$ cat config.mk
export PLATFORM = sky130hd
export DESIGN_NAME = reg_port_sequencer
export DESIGN_NICKNAME = d
export VERILOG_FILES = /design/src/rtl/reg_pkg.sv /design/src/rtl/reg_onehot_dec.sv /design/src/rtl/reg_port_sequencer.sv
export SDC_FILE = /design/constraint.sdc
export NUM_CORES = 1
export LEC_CHECK = 0
export ABC_AREA = 1
export BUFFER_PORTS_ARGS = -buffer_cell sky130_fd_sc_hd__buf_4
export CAP_MARGIN = 20
export CORE_MARGIN = 3
export CORE_UTILIZATION = 53
export CTS_CLUSTER_DIAMETER = 40
export CTS_CLUSTER_SIZE = 28
export DETAILED_ROUTE_END_ITERATION = 10
export PLACE_DENSITY_LB_ADDON = 0.3
export SLEW_MARGIN = 20
export SYNTH_ARGS = -nofsm -noshare
export SYNTH_HDL_FRONTEND = slang
export SYNTH_SLANG_ARGS = --single-unit
export TNS_END_PERCENT = 100
$ cat constraint.sdc
create_clock -name clk -period 1.6 [get_ports clk]
set_input_delay 0.08 -clock clk [delete_from_list [all_inputs] [get_ports clk]]
set_output_delay 0.08 -clock clk [all_outputs]
set_load 0.01 [all_outputs]
$ cat src/rtl/reg_pkg.sv
// Shared definitions for the register-bank sequencer.
//   state_t      : sequencer FSM states
//   NUM_REGS_DEF : default number of registers in the bank
//   IDX_W_DEF    : default register index width
//   CNT_W        : width of the ALU wait counter (holds TIMEOUT up to 255)
//   onehot()     : index -> one-hot vector, ONEHOT_W bits wide
package reg_pkg;

    typedef enum logic [1:0] {
        IDLE  = 2'd0,
        READ  = 2'd1,
        WAIT  = 2'd2,
        WRITE = 2'd3
    } state_t;

    localparam int NUM_REGS_DEF = 6;
    localparam int IDX_W_DEF    = 3;
    localparam int ONEHOT_W     = 32;
    localparam int CNT_W        = 8;

    // Indices beyond ONEHOT_W shift the single bit out, giving all zeros.
    function automatic logic [ONEHOT_W-1:0] onehot(input int idx);
        return ONEHOT_W'(1) << idx;
    endfunction

endpackage

$ cat src/rtl/reg_onehot_dec.sv
// Index to one-hot enable decoder.
//   idx_i    : register index
//   en_i     : decode enable; 0 forces an all-zero output
//   onehot_o : NUM_REGS-wide one-hot vector, zero when disabled or idx_i >= NUM_REGS
module reg_onehot_dec
    import reg_pkg::*;
#(
    parameter int NUM_REGS = NUM_REGS_DEF,
    parameter int IDX_W    = IDX_W_DEF
) (
    input  logic [IDX_W-1:0]    idx_i,
    input  logic                en_i,
    output logic [NUM_REGS-1:0] onehot_o
);

    always_comb begin
        onehot_o = '0;
        if (en_i && (int'(idx_i) < NUM_REGS)) begin
            onehot_o = NUM_REGS'(onehot(int'(idx_i)));
        end
    end

endmodule

$ cat src/rtl/reg_port_sequencer.sv
// Register-bank sequencer: takes one (src1, src2, dst) command, drives the one-hot
// read enables of both bus ports, waits a bounded time for the ALU, then pulses one
// save enable. All outputs come straight from registers.
//   clk, rst                : clock (rising edge), asynchronous active-low reset
//   cmd_valid / cmd_ready   : command handshake; ready only while IDLE
//   cmd_src1/src2/rd2       : source registers for bus 1 / bus 2 (bus 2 if rd2)
//   cmd_dst/cmd_wr          : destination register, write-back request
//   alu_done                : ALU result valid (only looked at in WAIT)
//   load1_en/load2_en       : one-hot/zero bus-port read enables
//   save_en                 : one-hot/zero save enable, high for the WRITE cycle
//   busy, done, err         : not-idle flag, completion pulse, error pulse
module reg_port_sequencer
    import reg_pkg::*;
#(
    parameter int NUM_REGS = NUM_REGS_DEF,
    parameter int IDX_W    = IDX_W_DEF,
    parameter int TIMEOUT  = 15
) (
    input  logic                clk,
    input  logic                rst,
    input  logic                cmd_valid,
    output logic                cmd_ready,
    input  logic [IDX_W-1:0]    cmd_src1,
    input  logic [IDX_W-1:0]    cmd_src2,
    input  logic                cmd_rd2,
    input  logic [IDX_W-1:0]    cmd_dst,
    input  logic                cmd_wr,
    input  logic                alu_done,
    output logic [NUM_REGS-1:0] load1_en,
    output logic [NUM_REGS-1:0] load2_en,
    output logic [NUM_REGS-1:0] save_en,
    output logic                busy,
    output logic                done,
    output logic                err
);

    state_t              state_q, state_d;
    logic [CNT_W-1:0]    cnt_q, cnt_d;
    logic [IDX_W-1:0]    dst_q, dst_d;
    logic                wr_q, wr_d;
    logic [NUM_REGS-1:0] load1_q, load1_d;
    logic [NUM_REGS-1:0] load2_q, load2_d;
    logic [NUM_REGS-1:0] save_q, save_d;
    logic                done_q, done_d;
    logic                err_q, err_d;

    logic                accept;
    logic                idx_bad;
    logic                timed_out;
    logic [NUM_REGS-1:0] dec_src1, dec_src2, dec_dst;

    assign accept    = cmd_valid && (state_q == IDLE);
    // Only indices that the command actually uses are range-checked.
    assign idx_bad   = (int'(cmd_src1) >= NUM_REGS)
                    || (cmd_rd2 && (int'(cmd_src2) >= NUM_REGS))
                    || (cmd_wr  && (int'(cmd_dst)  >= NUM_REGS));
    assign timed_out = (cnt_q == CNT_W'(TIMEOUT));

    reg_onehot_dec #(.NUM_REGS(NUM_REGS), .IDX_W(IDX_W)) u_dec_src1 (
        .idx_i(cmd_src1), .en_i(1'b1),    .onehot_o(dec_src1)
    );
    reg_onehot_dec #(.NUM_REGS(NUM_REGS), .IDX_W(IDX_W)) u_dec_src2 (
        .idx_i(cmd_src2), .en_i(cmd_rd2), .onehot_o(dec_src2)
    );
    reg_onehot_dec #(.NUM_REGS(NUM_REGS), .IDX_W(IDX_W)) u_dec_dst (
        .idx_i(dst_q),    .en_i(wr_q),    .onehot_o(dec_dst)
    );

    // State and control registers; reset drops every enable at once.
    always_ff @(posedge clk or negedge rst) begin
        if (!rst) begin
            state_q <= IDLE;
            cnt_q   <= '0;
            wr_q    <= 1'b0;
            load1_q <= '0;
            load2_q <= '0;
            save_q  <= '0;
            done_q  <= 1'b0;
            err_q   <= 1'b0;
        end else begin
            state_q <= state_d;
            cnt_q   <= cnt_d;
            wr_q    <= wr_d;
            load1_q <= load1_d;
            load2_q <= load2_d;
            save_q  <= save_d;
            done_q  <= done_d;
            err_q   <= err_d;
        end
    end

    // Destination index is plain data: only meaningful after an accepted command.
    always_ff @(posedge clk) begin
        dst_q <= dst_d;
    end

    always_comb begin
        state_d = state_q;
        case (state_q)
            IDLE:    if (accept && !idx_bad) state_d = READ;
            READ:    state_d = WAIT;
            WAIT: begin
                // alu_done takes priority over a coinciding timeout.
                if (alu_done)       state_d = wr_q ? WRITE : IDLE;
                else if (timed_out) state_d = IDLE;
            end
            WRITE:   state_d = IDLE;
            default: state_d = IDLE;
        endcase
    end

    always_comb begin
        cnt_d   = cnt_q;
        dst_d   = dst_q;
        wr_d    = wr_q;
        load1_d = load1_q;
        load2_d = load2_q;
        save_d  = '0;
        done_d  = 1'b0;
        err_d   = 1'b0;
        case (state_q)
            IDLE: begin
                if (accept) begin
                    if (idx_bad) begin
                        err_d = 1'b1;
                    end else begin
                        load1_d = dec_src1;
                        load2_d = dec_src2;
                        dst_d   = cmd_dst;
                        wr_d    = cmd_wr;
                    end
                end
            end
            // Counter holds the 1-based index of the current WAIT cycle.
            READ: cnt_d = CNT_W'(1);
            WAIT: begin
                cnt_d = cnt_q + CNT_W'(1);
                if (alu_done && wr_q) begin
                    save_d = dec_dst;
                    done_d = 1'b1;
                end else if (alu_done || timed_out) begin
                    done_d  = alu_done;
                    err_d   = !alu_done;
                    cnt_d   = '0;
                    load1_d = '0;
                    load2_d = '0;
                end
            end
            WRITE: begin
                cnt_d   = '0;
                load1_d = '0;
                load2_d = '0;
            end
            default: begin
                cnt_d   = '0;
                load1_d = '0;
                load2_d = '0;
            end
        endcase
    end

    assign cmd_ready = (state_q == IDLE);
    assign busy      = (state_q != IDLE);
    assign load1_en  = load1_q;
    assign load2_en  = load2_q;
    assign save_en   = save_q;
    assign done      = done_q;
    assign err       = err_q;

endmodule

# Yosys cells after proc, flatten, opt, wreduce, memory -nomap -nowiden
# Cells that the tools add are included.
[totals] inputBits=15 out_inout_bits=22 regBits=34 wordCells=78
[classes] muxes=29 n_eq_ne=10 order_cmp=6 add_sub_neg=1 n_shift=3 bitwise_logic=1 n_reduce_logical=19
[op_table] op="two-way mux 6 bit" count=11
[op_table] op="case mux 6 bit (3 select lines)" count=2
[op_table] op="case mux 8 bit (3 select lines)" count=1
[op_table] op="left shift 1 x 3 -> 6 bit (first input constant)" count=3
[op_table] op="two-way mux 8 bit" count=2
[op_table] op=">= comparator 3 bit (second input constant)" count=3
[op_table] op="less-than comparator 3 bit (second input constant)" count=3
[op_table] op="adder 8 x 1 -> 8 bit (second input constant)" count=1
[op_table] op="equality test 8 x 4 -> 1 bit (second input constant)" count=1
[op_table] op="two-way mux 2 bit" count=4
[op_table] op="case mux 2 bit (4 select lines)" count=1
[op_table] op="logical AND 1 bit" count=7
[op_table] op="two-way mux 1 bit" count=7
[op_table] op="!= test 2 bit (second input constant)" count=3
[op_table] op="nonzero test 3 bit" count=2
[op_table] op="AND reduction 5 bit" count=1
[op_table] op="equality test 2 bit (second input constant)" count=2
[op_table] op="!= test 2 x 1 -> 1 bit (second input constant)" count=2
[op_table] op="logical OR 1 bit" count=3
[op_table] op="!= test 3 bit (second input constant)" count=1
[op_table] op="AND reduction 3 bit" count=1
[op_table] op="equality test 2 x 1 -> 1 bit (second input constant)" count=1
[op_table] op="logical NOT 1 bit" count=2
[op_table] op="logical NOT 2 bit" count=1
[op_table] op="other kinds (4)" count=4

# Depth between registers and ports, before layout
[logic_depth] ltp_word=8 mapped_depth=10 mapped_depth_nobuf=9

# Cells and area by module
# Synthesis repeated with hierarchy kept, for this count alone.
[unflattened] cells_unflattened=210 area_unflattened_um2=1669.1
[modules_own_cells] mod="reg_port_sequencer" n_inst=1 cells_per_inst=165 area_each_um2=1492.7 seq_area_each_um2=865.8
[modules_own_cells] mod="reg_onehot_dec" n_inst=3 cells_per_inst=15 area_each_um2=58.8 seq_area_each_um2=0.0

# Worst setup path before layout
# No wires, ideal clock.
[synth_path] kind="reg-to-reg" startpoint="register state_q[1]" endpoint="register load1_q[0] (netlist: load1_en[0])" required_ns=1.483 slack_ns=0.225 period_less_slack_ns=1.375 setup_ns=0.117 arrival_ns=1.258 path_stages_with_launch=9 path_buffers=2 cell_sequence="dfrtp_1 -> buf_6 -> nor2_8 -> nand2_4 -> o21ai_2 -> nand2_2 -> buf_6 -> nand2_1 -> nand2_1"
[synth_via] elab_chain_cells=4 word_cells_on_any_way=11 classes_between="eq/ne (6); mux (1); reduce/logical (4)"
[synth_lines] element="from (decl)" line="reg_port_sequencer.sv:37" source="state_t state_q, state_d;"
[synth_lines] element="from (signal assigned)" line="reg_port_sequencer.sv:81" source="state_q <= state_d;"
[synth_lines] element="logical NOT 2 bit (*)"
[synth_lines] element="named net cmd_ready" line="reg_port_sequencer.sv:22" source="output logic cmd_ready,"
[synth_lines] element="logical AND 1 bit" line="reg_port_sequencer.sv:52" source="assign accept = cmd_valid && (state_q == IDLE);"
[synth_lines] element="!= test 2 x 1 -> 1 bit (no line)"
[synth_lines] element="AND reduction 5 bit (no line)"
[synth_lines] element="to (signal assigned)" line="reg_port_sequencer.sv:84" source="load1_q <= load1_d;"
[synth_lines] element="to (decl)" line="reg_port_sequencer.sv:41" source="logic [NUM_REGS-1:0] load1_q, load1_d;"
# Mark *: on every way through the listed nets, which the timed path passes. The rest lies on a longest branch.
# A chain may end at the register's enable or synchronous reset.

# Worst setup path in the final report
[layout_path] startpoint="register state_q[1]" endpoint="output busy"
[layout_via] elab_chain_cells=1
[layout_lines] element="nonzero test 2 bit" line="reg_port_sequencer.sv:163" source="assign busy = (state_q != IDLE);"
[layout_lines] element="to (decl)" line="reg_port_sequencer.sv:32" source="output logic busy,"
# No other way between the ends.

==> flow_metrics.tcl <==
set metrics [dict create \
    antenna_found_initial 0 \
    peakVddDrop_mv 1.07 \
    clk_pin_slew_ns 0.10 \
    yosysTopAreaCell "dfrtp_1" \
    cts_buffers 5 \
    start_kind "flip-flop" \
    avgViaCountPerCell 5.24 \
    finalClockSkew_ns 0.00763 \
    layout.nets 259 \
    synth_top_area_share_pct 47.5 \
    drive_above_1_share_pct 25.4 \
    vias 1440 \
    crit_path_end_kind "primary output" \
    yosysWarnings 0 \
    synth_area_leaders "dfrtp_1, nand2_1, nand3_1" \
    top_layer "met4" \
    cp_common_cell "buf_4" \
    fin_cells 275 \
    diodes 0 \
    dp.cells 260 \
    gr-total-overflow 0 \
    die_height_um 61.5 \
    maxSlewViolCount 0 \
    multi_input_area_um2 656 \
    die_x_um 61.5 \
    initialDrtViolationCount 61 \
    ant_nets 0 \
    cts_tree "yes" \
    hold_ws_ns 0.0218 \
    powerDensity_nw_per_um2 1380 \
    critical-path-top-delay-family "flip-flops" \
    rsz0062_at_grt "false" \
    initial_utilization_pct 57.2 \
    grt_usage_pct 21.2 \
    grt_pass1_wl_um 5780 \
    critPathArrivalTime_ns 1.45 \
    ys_ff_latch 34 \
    cts_sinks 34 \
    drv_cap 0 \
    crit_cells 4 \
    max_stage_delay_ns 0.51 \
    post-route-min-period_ns 1.53 \
    syn-num-nets 208 \
    synth_area_um2 1630 \
    status "finished clean" \
    avgSynthCellArea_um2 8.50 \
    clockBufferDepth 2 \
    dp_hpwl_um 2460 \
    drt_first_pass_iters 4 \
    r2r.worst_path.cells 8 \
    layout_common_cells "nand2_1, buf_4, dfrtp_1" \
    std_cell_rows 19 \
    min_path_cells 4 \
    cp_slowest_cell "dfrtp_2" \
    final_common_cell "nand2_1" \
    relSlewSlack_pct 70.0 \
    routabilityCongestion 0.826 \
    final_hold_viol_count 0 \
    cts_root_buf "clkbuf_4" \
    worst_pin_slew_ns 0.447 \
    wl_met3_um 236 \
    htree_levels 2 \
    route.met2.wl_um 1640 \
    min_from "cmd_src1[0]" \
    core_um2 2850 \
    grt_max_degree 32 \
    finalSetupTns_ns 0 \
    startpoint "state_q[1]" \
    fin_crit_sh_pct 95.7 \
    post-route-drc-count 0 \
    place.port_buffers 36 \
    crit_buf_inv 3 \
    required_ns 1.52 \
    drt-wirelength-per-cell_um 13.0 \
    setup_viol 0 \
    path_cells "nor2_8 -> buf_4 -> inv_1 -> buf_4" \
    syn_inst 192 \
    leakagePower_uw 0.00111 \
    area_delta_synth_final_pct 27.1 \
    hold_path.class "in2reg" \
    ioPinCount 37 \
    ys_seq_area_share_pct 53.1 \
    grt_pass1_vias 1263 \
    synth_cell_types 25 \
    wirelength_um 3560 \
    n_fill_cell 223 \
    total_power_uw 2850 \
    insertion_delay_ns 0.33 \
    crit_type "reg2out" \
    max_freq_ghz 0.653 \
    wl_met1_um 1630 \
    r2r-start "cnt_q[0]" \
    dieArea_um2 3780 \
    register_area_um2 867 \
    crit_path_max_fanout 6 \
]
-- repair_timing --
action / in CTS / in global routing
setup endpoints to repair: 0 / 20
hold buffers: 6 / 0
hold endpoints to repair: 36 / 0
gates resized for setup: 0 / 6
setup buffers: 0 / 1
-- per-layer routing --
layer | vias to the layer above | track usage (%)
li1 | 728 | -
met1 | 647 | 29.7
met2 | 58 | 32.1
met3 | 7 | 4.61
met4 | 0 | 8.48
met5 | - | 0
-- state kept, by name, summed over array words and instances (netlist names) --
signal and flops:
cnt_q 8, done 1, dst_q 3, err 1
load1_en 6, load2_en 6, save_en 6, state_q 2
wr_q 1
-- path summary, 6_finish.rpt --
check	to	slack, ns
worst max-delay path	busy	0.07
worst min-delay path	load1_en[2]	0.02
worst max register to register	load2_en[3]	0.11
worst min register to register	load1_en[0]	0.48
max in group asynchronous	state_q[1]	1.10
min in group asynchronous	done	0.20
-- cell families after synthesis --
| family | synth area share (%) |
|---|---|
| flip-flops | 53.1 |
| AO/OA/AOI/OAI | 4.60 |
| adder cells (fa/ha/maj) | 0.767 |
| AND/OR/NAND/NOR | 34.2 |
| buffers and inverters | 7.36 |
-- where the power goes --
group | switching (uW) | internal [uW]
clock | 285 | 165
combinational | 705 | 498
sequential | 156 | 1040
total | 1150 | 1710
-- synth_stat cells, drive strengths merged --
master	instances
or2	1
nand3	25
edfxtp	3
inv	22
o21ai	10
ha	1
buf	4
dfrtp	31
nand2	56
nor4	3
a21oi	2
nand4	2
a21boi	1
nand3b	1
nor3	9
nor2	21
-- per-stage QoR --
stage,area (um^2),worst slack (ns),util [%]
2_1_floorplan,1630,0.225,-
3_3_place_gp,1940,0.144,68.0
3_5_place_dp,1940,0.0700,68.0
4_1_cts,2050,0.0110,71.9
5_1_grt,2070,0.00207,72.7
6_report,2070,0.0689,72.7
-- worst min-delay path, cell delays in order --
cell and delay (ns):
buf_4 0.09, nor2_1 0.04, nand3_1 0.07, nand2_1 0.05
-- final cells by class --
class	count	share of cell area (%)
flip-flops and latches	34	41.8
multi-input cells	132	31.6
repair buffers	48	18.3
inverters	22	3.98
clock buffers	6	1.99
well taps	31	1.87
clock inverters	2	0.422
Note: power is estimated with default switching activity, not from simulation.
